### config.mk
export PLATFORM = sky130hd
export DESIGN_NAME = bcd_down_counter
export DESIGN_NICKNAME = d
export VERILOG_FILES = /design/src/rtl/bcd_down_counter_pkg.sv /design/src/rtl/bcd_down_counter_lim_dec.sv /design/src/rtl/bcd_down_counter.sv
export SDC_FILE = /design/constraint.sdc
export NUM_CORES = 1
export LEC_CHECK = 0
export CAP_MARGIN = 20
export CORE_MARGIN = 4
export CORE_UTILIZATION = 24
export CTS_CLUSTER_DIAMETER = 80
export DETAILED_ROUTE_END_ITERATION = 12
export PLACE_DENSITY = 0.48
export SLEW_MARGIN = 20
export SYNTH_ARGS = -nofsm -noshare
export SYNTH_HDL_FRONTEND = slang
export SYNTH_SLANG_ARGS = --single-unit
### constraint.sdc
create_clock -name clk -period 2.5 [get_ports clk]
set_input_delay 0.375 -clock clk [delete_from_list [all_inputs] [get_ports clk]]
set_output_delay 0.375 -clock clk [all_outputs]
set_load 0.02 [all_outputs]
### src/rtl/bcd_down_counter_pkg.sv
// Shared types and constants for the BCD countdown timer.
package bcd_down_counter_pkg;

  typedef enum logic [1:0] {
    ST_IDLE  = 2'd0,
    ST_RUN   = 2'd1,
    ST_PAUSE = 2'd2,
    ST_DONE  = 2'd3
  } state_t;

  localparam logic [3:0] BCD_MAX = 4'd9;

  // Ceiling log2; clog2(1) is 0, so callers must floor the result at 1 bit.
  function automatic int unsigned clog2(input int unsigned n);
    int unsigned r;
    r = 0;
    for (int unsigned i = 0; i < 32; i++) begin
      if ((64'd1 << i) < 64'(n)) r = i + 1;
    end
    return r;
  endfunction

endpackage

### src/rtl/bcd_down_counter_lim_dec.sv
// One-digit BCD decrement with borrow; out-of-range digits saturate to 9.
module lim_dec
  import bcd_down_counter_pkg::*;
(
  input  logic [3:0] a,
  input  logic       bi,
  output logic [3:0] diff,
  output logic       bo
);

  always_comb begin
    diff = a;
    bo   = 1'b0;
    if (a > BCD_MAX) begin
      diff = BCD_MAX;
    end else if (bi) begin
      if (a == 4'd0) begin
        diff = BCD_MAX;
        bo   = 1'b1;
      end else begin
        diff = a - 4'd1;
      end
    end
  end

endmodule

### src/rtl/bcd_down_counter.sv
// Multi-digit BCD countdown timer: preset load, prescaled decrement, stop at zero.
module bcd_down_counter
  import bcd_down_counter_pkg::*;
#(
  parameter int unsigned DIGITS   = 4,
  parameter int unsigned TICK_DIV = 100_000_000
) (
  input  logic                  clk,
  input  logic                  reset,
  input  logic                  load,
  input  logic [4*DIGITS-1:0]   load_value,
  input  logic                  start,
  input  logic                  pause,
  output logic [4*DIGITS-1:0]   count,
  output logic                  busy,
  output logic                  done,
  output logic                  expired
);

  localparam int unsigned CW = 4 * DIGITS;
  localparam int unsigned PW = (clog2(TICK_DIV) > 0) ? clog2(TICK_DIV) : 1;
  localparam logic [PW-1:0] PRESC_LAST = PW'(TICK_DIV - 1);

  state_t        state_q, state_d;
  logic [CW-1:0] count_q, count_d;
  logic [PW-1:0] presc_q, presc_d;
  logic          expired_d;
  logic [CW-1:0] dec_value;
  logic [CW-1:0] clamp_value;
  logic [DIGITS:0] borrow;
  logic          borrow_unused;

  // Ripple-borrow decrement chain; the top borrow can never fire since zero is never decremented.
  assign borrow[0] = 1'b1;
  for (genvar g = 0; g < DIGITS; g++) begin : g_dec
    lim_dec u_dec (
      .a   (count_q[4*g +: 4]),
      .bi  (borrow[g]),
      .diff(dec_value[4*g +: 4]),
      .bo  (borrow[g+1])
    );
  end
  assign borrow_unused = borrow[DIGITS];

  // Preset clamp: any non-decimal nibble becomes 9.
  always_comb begin
    clamp_value = '0;
    for (int unsigned i = 0; i < DIGITS; i++) begin
      clamp_value[4*i +: 4] = (load_value[4*i +: 4] > BCD_MAX) ? BCD_MAX : load_value[4*i +: 4];
    end
  end

  // Next-state, next-count and prescaler logic.
  always_comb begin
    state_d   = state_q;
    count_d   = count_q;
    presc_d   = presc_q;
    expired_d = 1'b0;
    if (load) begin
      count_d = clamp_value;
      state_d = ST_IDLE;
      presc_d = '0;
    end else begin
      unique case (state_q)
        ST_IDLE: begin
          if (start) begin
            if (count_q != '0) begin
              state_d = ST_RUN;
              presc_d = '0;
            end else begin
              state_d   = ST_DONE;
              expired_d = 1'b1;
            end
          end
        end
        ST_RUN: begin
          if (pause) begin
            state_d = ST_PAUSE;
          end else if (presc_q == PRESC_LAST) begin
            presc_d = '0;
            count_d = dec_value;
            if (dec_value == '0) begin
              state_d   = ST_DONE;
              expired_d = 1'b1;
            end
          end else begin
            presc_d = presc_q + PW'(1);
          end
        end
        ST_PAUSE: begin
          if (pause) state_d = ST_RUN;
        end
        ST_DONE: begin
          state_d = ST_DONE;
        end
        default: state_d = ST_IDLE;
      endcase
    end
  end

  // busy/done are registered from the next state so they track the state register.
  always_ff @(posedge clk) begin
    if (!reset) begin
      state_q <= ST_IDLE;
      count_q <= '0;
      presc_q <= '0;
      busy    <= 1'b0;
      done    <= 1'b0;
      expired <= 1'b0;
    end else begin
      state_q <= state_d;
      count_q <= count_d;
      presc_q <= presc_d;
      busy    <= (state_d == ST_RUN) || (state_d == ST_PAUSE);
      done    <= (state_d == ST_DONE);
      expired <= expired_d;
    end
  end

  assign count = count_q;

endmodule

=== After elaboration in Yosys (flattened, before gate mapping) ===
Index checks and enable logic that the tools add are counted.

* Bits in latches: 0
* Logic and storage cells: 91
* Memories kept: 0
* Memory bits (writable): 0
* Input port bits: 21
* Register bits: 48
* ROM bits: 0
* Output and inout port bits: 19

* Multiplexer cells: 46
* Reduce and logical (&&, ||, !) cells: 14
* $mul: 0
* Shift operators: 0
* $add $sub $neg: 5
* Order comparisons: 8
* Equal/unequal tests: 11
* Bitwise operators: 1
* Div/mod/pow operators: 0

{| class="wikitable"
|+ Operators with widths
! cell !! number
|-
| two-way mux 27 bit || 4
|-
| two-way mux 16 bit || 4
|-
| two-way mux 4 bit || 15
|-
| case mux 27 bit (2 select lines) || 1
|-
| greater-than comparator 4 bit (second input constant) || 8
|-
| adder 27 x 1 -> 27 bit (second input constant) || 1
|-
| equality test 27 bit (second input constant) || 1
|-
| zero test 16 bit || 1
|-
| zero test 4 bit || 4
|-
| nonzero test 16 bit || 1
|-
| subtractor 4 x 1 -> 4 bit (second input constant) || 4
|-
| two-way mux 2 bit || 7
|-
| two-way mux 1 bit || 13
|-
| equality test 2 bit (second input constant) || 4
|-
| inequality test 2 bit (second input constant) || 4
|-
| case mux 2 bit (4 select lines) || 1
|-
| nonzero test 2 bit || 3
|-
| equality test 2 x 1 -> 1 bit (second input constant) || 2
|-
| AND reduction 4 bit || 1
|-
| AND reduction 3 bit || 1
|-
| zero test 2 bit || 1
|-
| case mux 1 bit (2 select lines) || 1
|-
| OR reduction 2 bit || 1
|-
| logical OR 1 bit || 1
|-
| inverter 1 bit || 1
|}

=== Depth between registers and ports, before layout ===
Gate-level depths: netlist of run 1.

* Depth after elaboration: 17
* Depth in mapped cells: 9
* Mapped depth without buffers: 8

=== Hierarchy ===
A second synthesis of run 1 with hierarchy kept.

* Cell total of the unflattened synthesis: 361
* Area total of the unflattened synthesis: 2,987.9 µm²

{| class="wikitable"
|+ Modules (own cells, without submodules)
! module !! cells an instance !! times used !! seq. area each (µm²) !! area an instance (µm²)
|-
| bcd_down_counter || 305 || 1 || 960.9 || 2,537.4
|-
| lim_dec || 14 || 4 || 0.0 || 112.6
|}

=== Worst setup path after synthesis of run 1 ===
No wires, ideal clock.

* Kind: register to register
* Start: reg count_q[11], in the netlist count[11]
* End: reg presc_q[11]
* Data arrival time: 2.531 ns
* Path buffers: 3
* Clock period less this slack: 2.593 ns
* Path slack: -0.093 ns
* Data required time: 2.438 ns
* Library setup time: 0.062 ns
* Cell stages (with the launch flop): 10
* Cells stage by stage: dfxtp_1 -> clkbuf_1 -> or4_1 -> or4_1 -> buf_2 -> o21a_1 -> buf_6 -> a21o_4 -> a311o_1 -> nand3_1

* Word-level cells in the longest chain between the ends: 3

{| class="wikitable"
|+ RTL lines
! element !! line !! text
|-
| start: declaration || bcd_down_counter.sv:25 || <nowiki>logic [CW-1:0] count_q, count_d;</nowiki>
|-
| start signal: assignment || bcd_down_counter.sv:112 || <nowiki>count_q <= count_d;</nowiki>
|-
| nonzero test 16 bit || bcd_down_counter.sv:67 || <nowiki>if (count_q != '0) begin</nowiki>
|-
| inequality test 2 bit (no line) || -- ||
|-
| AND reduction 4 bit (no line) || -- ||
|-
| end signal: assignment || bcd_down_counter.sv:113 || <nowiki>presc_q <= presc_d;</nowiki>
|-
| end: declaration || bcd_down_counter.sv:26 || <nowiki>logic [PW-1:0] presc_q, presc_d;</nowiki>
|}

No other way between the ends.
A chain may end at the register's enable or synchronous reset.

=== Worst setup path in the final report of run 1 ===
* Start: reg count_q[0], in the netlist count[0]
* End: reg presc_q[15]

The elaborated chain is that of the path after synthesis.

==> impl_metrics.toml, run 1 <==
[clocking]
cts.clk_slew.worst_paths_ns = 0.09
htreeDepth = 2
clockBufferDepth = 2
numCtsBuffers = 5
clock_sinks = 48
cts_root_buf = "clkbuf_8"
cts_tree = "yes"
worstSkewPairLatency_ns = 0.30

[power_and_ir_drop]
clkPwrFrac = 0.339
intPower_mw = 1.26
pwr-share-seq = 0.470
power.density_nw_per_um2 = 463
power.switching_uw = 445
switching_share = 0.261
pwr-share-comb = 0.191
leakagePower_nw = 1.28
p_total_mw = 1.70
ir_drop_mv = 0.240

[finish]
syn2layout_area_growth_pct = 38.7
final_util = 0.339
final_cell_mix = "buf_4 (51), dfxtp_1 (42), clkdlybuf4s50_1 (39)"
fin_cells = 560
mostFrequentLayoutCell = "buf_4"
nNetsFinal = 442
diodes = 0
drive_gt1_frac = 0.174

[setup_path]
ff2ff_path_depth = 7
critPathMaxStageDelay_ns = 0.58
critical_path.endpoint_type = "register"
cpMostUsedCell = "or4_4"
path_max_fanout = 5
worst-setup-path-type = "reg -> reg"
cp_num_buf_inv = 1
crit_path_start_kind = "register"
critPathArrivalTime_ns = 2.67
cp.required_ns = 2.75
cp_cell_sequence = "or4_4 -> or4_4 -> buf_4 -> o211a_1 -> a221oi_1 -> o21ai_1 -> nand2_1"
slowest_stage = "or4_4"
crit_cells = 7
critPathTopFamily = "simple AND/OR/NAND/NOR gates"

[job]
max_cap_viol_count = 0

[route]
drt_pass1_iterations = 4
wl_met3_um = 451
wl_met2_um = 3580
via_per_inst = 4.91
ant_nets = 0
met1_length_um = 3680
drt_iter0_markers = 130
wl_per_cell_um = 13.9
wirelength_um = 7760
drc = 0
vias = 2752
dr.max_layer_used = "met4"

[timing]
final_max_slew_viol_count = 0
min_period_ns = 2.43
rsz0062_at_grt = "no"
hold_viol = 0
finalCritPeriodShare = 0.970
clock.fmax_ghz = 0.412
skew_ns = 0.00787
fin_tns_setup_ns = 0
setup_viol = 0
hold_ws_ns = 0.492
relSlewSlack = 0.743
worstMarginPinSlew_ns = 0.385

[yosys]
synth_edf_count = 0
synthDistinctLibCells = 48
synth_ff_type = "dfxtp_1"
synth_area_um2 = 2650
seq_area_frac_synth = 0.363
synth-seq-cells = 48
synth_nets = 361
synth-async-reset-ratio = 0
syn_area_per_cell_um2 = 7.83
yosys_warnings = 0
syn_inst = 338

[grt]
grt_pass1_vias = 2643
antenna_found_initial = 0
grt-ovfl-total = 0
grt_usage = 0.122
grt_pass1_wl_um = 13000
grt_max_degree = 25

[floorplan]
core.rowCount = 38
core_um2 = 10800
start_util = 0.244
dieWidth_um = 113
die_h_um = 113
dieArea_um2 = 12800
pin_count = 40

[worst_hold_path]
hold_path.class = "reg -> reg"
hold_depth = 2

[placed_design]
dpl.cell_count = 551
portBuffers = 39
place_congestion = 0.841
hpwlAfterDp_um = 5940

[run_status]
status = "completed"
==> cell usage after synthesis, drive strengths merged, types with 2 or more instances <==
| library cell | n | share of area |
|---|---|---|
| a21oi | 25 | 0.047 |
| o211a | 2 | 0.0076 |
| and2 | 3 | 0.0071 |
| clkbuf | 13 | 0.018 |
| inv | 6 | 0.0085 |
| a31oi | 4 | 0.0095 |
| and3 | 3 | 0.0071 |
| nand2b | 6 | 0.014 |
| a221oi | 2 | 0.0066 |
| o32ai | 3 | 0.0099 |
| nor4b | 3 | 0.0099 |
| o21a | 5 | 0.014 |
| o31ai | 4 | 0.011 |
| or2 | 2 | 0.0047 |
| ha | 2 | 0.0095 |
| nand2 | 26 | 0.037 |
| o21ai | 33 | 0.062 |
| nor2 | 33 | 0.047 |
| xor2 | 13 | 0.043 |
| buf | 3 | 0.0080 |
| nand4 | 12 | 0.028 |
| nor4 | 9 | 0.021 |
| o211ai | 2 | 0.0057 |
| dfxtp | 48 | 0.36 |
| or3 | 10 | 0.024 |
| nand3 | 8 | 0.015 |
| xnor2 | 10 | 0.033 |
| o22ai | 3 | 0.0071 |
| nor3b | 2 | 0.0057 |
| or4 | 8 | 0.024 |
| nor3 | 12 | 0.023 |
| nor2b | 9 | 0.021 |
==> metrics by stage <==
step / cell area [um^2] / setup WS (ns)
after global placement: 3540 / -0.0590
final: 3670 / 0.0748
after detailed placement: 3540 / -0.0591
after CTS: 3660 / 0.0194
after global routing: 3670 / 0.00198
after floorplan: 2680 / -0.0257
==> cell families after synthesis <==
family / after synthesis / synth area share
buf+inv: 23 / 0.0364
compound gates: 93 / 0.217
fa+ha+maj: 2 / 0.00945
xor+xnor: 23 / 0.0761
flops: 48 / 0.363
simple gates: 149 / 0.298
==> tightest hold or removal path: stages, from the launching register on <==
cell	delay, ns
dfxtp_1	0.33
nand2_1	0.06
a21oi_1	0.06
==> metal layers <==
metal,global-route usage,vias to the layer above
met5,0,-
met4,0.0232,0
met3,0.0257,7
met2,0.200,67
met1,0.165,1275
li1,-,1403
==> power groups by stage <==
stage	Sequential [mW]	Clock, mW	Combinational, mW
after floorplan	0.845	0	0.137
after global placement	0.816	0	0.324
after global routing	0.802	0.626	0.355
after detailed placement	0.817	0	0.325
after CTS	0.800	0.598	0.326
final	0.799	0.577	0.325
==> path summary, 6_finish.rpt <==
| path | endpoint | start | slack, ns |
|---|---|---|---|
| min reg2reg | presc_q[1] | presc_q[1] | 0.49 |
| max | presc_q[15] | count[0] | 0.07 |
| max reg2reg | presc_q[15] | count[0] | 0.07 |
| min | presc_q[1] | presc_q[1] | 0.49 |
==> registers in the layout, indices dropped and copies added (netlist names) <==
signal / cells
presc_q: 27
count: 16
state_q: 2
busy: 1
done: 1
expired: 1
==> final cells by class <==
class | instances | area, um^2
tap | 140 | 175
multi-input combinational | 267 | 1600
sequential | 48 | 971
fill | 1160 | 7170
timing repair buffer | 90 | 773
clock buffer | 8 | 121
inverter | 7 | 26.3
==> what timing repair did <==
item                       in CTS  in global routing
resized for setup               0                  2
setup endpoints to repair       0                 30
hold buffers                    0                  0
buffers inserted                0                  1
(Power assumes the default switching activity.)
==> inputs of run 2 (changes only) <==
--- a/config.mk
+++ b/config.mk
@@ -5,12 +5,13 @@
 export SDC_FILE = /design/constraint.sdc
 export NUM_CORES = 1
 export LEC_CHECK = 0
+export ABC_AREA = 1
 export CAP_MARGIN = 20
 export CORE_MARGIN = 4
 export CORE_UTILIZATION = 24
 export CTS_CLUSTER_DIAMETER = 80
 export DETAILED_ROUTE_END_ITERATION = 12
-export PLACE_DENSITY = 0.48
+export PLACE_DENSITY = 0.47
 export SLEW_MARGIN = 20
 export SYNTH_ARGS = -nofsm -noshare
 export SYNTH_HDL_FRONTEND = slang
==> run 2 against run 1 <==
Net effect: first-iteration DRC count grew 76%; final area grew 8.0%; global-route usage grew 1.0 points; critical endpoint is now busy.
==> impl_metrics.toml, run 2 <==
[run_status]
status = "completed"

[floorplan]
die_h_um = 124
dieArea_um2 = 15400
core_um2 = 13200
pin_count = 40
dieWidth_um = 124
core.rowCount = 42
start_util = 0.244

[placed_design]
hpwlAfterDp_um = 7200
place_congestion = 0.912
dpl.cell_count = 727
portBuffers = 39

[yosys]
syn_area_per_cell_um2 = 6.26
synth_top_area_cell = "dfxtp_1"
synth_area_um2 = 3240
seq_area_frac_synth = 0.297
syn_inst = 517
synthDistinctLibCells = 38
yosysMostFrequentCell = "nand2_1"
synth_common_cells = "nand2_1 (118), nor2_1 (80), inv_1 (58), dfxtp_1 (48), o21ai_0 (35)"
synth_edf_count = 0
synthTopCellsByArea = "dfxtp_1 (30%), nand2_1 (14%), nor2_1 (9.3%)"
synth_top_area_share = 0.297
synth-async-reset-ratio = 0
synth_ff_type = "dfxtp_1"
yosys_warnings = 0
synth-seq-cells = 48
synth_nets = 540

[power_and_ir_drop]
ir_drop_mv = 0.258
pwr-share-seq = 0.422
power.density_nw_per_um2 = 490
switching_share = 0.306
p_total_mw = 1.94
intPower_mw = 1.35
power.switching_uw = 594
leakagePower_nw = 1.53
pwr-share-comb = 0.212
clkPwrFrac = 0.366

[clocking]
worstSkewPairLatency_ns = 0.30
numCtsBuffers = 5
cts_root_buf = "clkbuf_16"
clock_sinks = 48
cts.clk_slew.worst_paths_ns = 0.07
cts_hold_buffers = 0
cts_tree = "yes"
htreeDepth = 2
clockBufferDepth = 2

[grt]
grt_pass1_wl_um = 16100
grt-ovfl-total = 0
grt_max_degree = 28
grt_pass1_vias = 3346
grt_usage = 0.132
antenna_found_initial = 0

[route]
drt_iter0_markers = 229
wl_per_cell_um = 12.8
vias = 3470
ant_nets = 0
drc = 0
drt_pass1_iterations = 6
via_per_inst = 4.71
wirelength_um = 9410

[setup_path]
worst-setup-path-type = "reg -> reg"
crit_path_start_kind = "register"
critical_path.endpoint_type = "register"
path_max_fanout = 7
rrSetupSlack_ns = 0.30
cp.required_ns = 2.70
critPathArrivalTime_ns = 2.40

[finish]
nNetsFinal = 583
syn2layout_area_growth_pct = 22.5
mostFrequentLayoutCell = "nand2_1"
drive_gt1_frac = 0.0856
largest_reg_flops = 27
fill_cells = 1465
final_util = 0.299
final_cell_mix = "nand2_1 (118), nor2_1 (80), inv_1 (58)"
diodes = 0
regMostFlops = "presc_q"
fin_cells = 737

[timing]
setup_viol = 0
fin_tns_setup_ns = 0
hold_viol = 0
finalCritPeriodShare = 0.878
worstMarginPinSlew_ns = 0.617
min_period_ns = 2.20
clock.fmax_ghz = 0.455
rsz0062_at_grt = "no"
final_max_slew_viol_count = 0
skew_ns = 0.00641
relSlewSlack = 0.585

[worst_hold_path]
hold_path.class = "reg -> reg"

[job]
max_cap_viol_count = 0
[run 2: cell count changes in the layout (fill, tap and decap cells not counted), moves of 9 or more]
cell | previous run | this run
nor2b_1 | 9 | 0
nand3_1 | 8 | 29
xor2_1 | 13 | 4
buf_4 | 51 | 7
inv_1 | 6 | 58
nor2_1 | 33 | 80
o21ai_1 | 1 | 10
xnor2_1 | 10 | 1
or3_1 | 10 | 0
nand2_1 | 26 | 118
nor3_1 | 12 | 21
[run 2: kinds of logic after synthesis]
kind of cell             after synthesis  share of synthesized area
adder cells (fa/ha/maj)                2                    0.00773
XOR/XNOR                               5                     0.0135
AND/OR/NAND/NOR                      295                      0.425
flip-flops                            48                      0.297
AO/OA/AOI/OAI                         89                      0.151
buffers and inverters                 78                      0.106
[run 2: worst paths after layout]
kind | start | end | depth (start not counted)
worst max-delay path | count[2] | busy | 14
worst min-delay path | presc_q[25] | presc_q[25] | 2
worst max register to register | count[2] | busy | 14
worst min register to register | presc_q[25] | presc_q[25] | 2
[run 2: per-stage QoR]
| stage | cell area, um^2 | hold slack [ns] | setup WS, ns |
|---|---|---|---|
| after floorplan | 3240 | 0.447 | 0.495 |
| after global placement | 3800 | 0.465 | 0.305 |
| after detailed placement | 3800 | 0.472 | 0.234 |
| after CTS | 3950 | 0.486 | 0.216 |
| after global routing | 3960 | 0.511 | 0.0381 |
| final | 3960 | 0.485 | 0.304 |
[run 2: critical path, cell delays in order, from the launching register on]
cell and delay [ns]:
dfxtp_1 0.38, nor2_2 0.22, nand2_4 0.12, nor2_4 0.21
nor2_1 0.06, nor2_1 0.15, nand4_1 0.16, nor2_1 0.19
nand3_1 0.09, nand2_1 0.06, nand2_1 0.06, inv_1 0.06
ha_1 0.21, nand2_1 0.07, inv_1 0.04
[run 2: repair_timing]
item | in CTS | in global routing
buffers inserted | 0 | 1
gates resized for setup | 0 | 0
setup endpoints to repair | 0 | 1
[run 2: cell type report]
cell class / instances / area [um^2] / area share
clock buffers: 8 / 146 / 0.0369
multi-input cells: 392 / 1940 / 0.490
repair buffers: 46 / 443 / 0.112
inverters: 67 / 253 / 0.0638
flip-flops and latches: 48 / 961 / 0.242
well taps: 176 / 220 / 0.0556
[run 2: power groups by stage]
stage               registers (mW)  clock network (mW)  logic (mW)
floorplan                    0.856                   0       0.248
finish                       0.820               0.712       0.411
CTS                          0.820               0.736       0.404
detailed placement           0.838                   0       0.402
global route                 0.825               0.755       0.462
global placement             0.837                   0       0.403
[run 2: per-layer routing]
layer | vias to the layer above | GRT usage | part of all wire
li1 | 1784 | - | -
met1 | 1586 | 0.175 | 0.50
met2 | 84 | 0.211 | 0.44
met3 | 16 | 0.0236 | 0.040
met4 | 0 | 0.0513 | 0.022
met5 | - | 0 | 0
==> inputs of run 3 (changes only) <==
--- a/config.mk
+++ b/config.mk
@@ -6,11 +6,12 @@
 export NUM_CORES = 1
 export LEC_CHECK = 0
 export ABC_AREA = 1
-export CAP_MARGIN = 20
+export CAP_MARGIN = 10
 export CORE_MARGIN = 4
 export CORE_UTILIZATION = 24
 export CTS_CLUSTER_DIAMETER = 80
 export DETAILED_ROUTE_END_ITERATION = 12
+export HOLD_SLACK_MARGIN = 0.08
 export PLACE_DENSITY = 0.47
 export SLEW_MARGIN = 20
 export SYNTH_ARGS = -nofsm -noshare
==> results of run 3 <==
Final layout, timing and power as in run 2 (identical DEF).
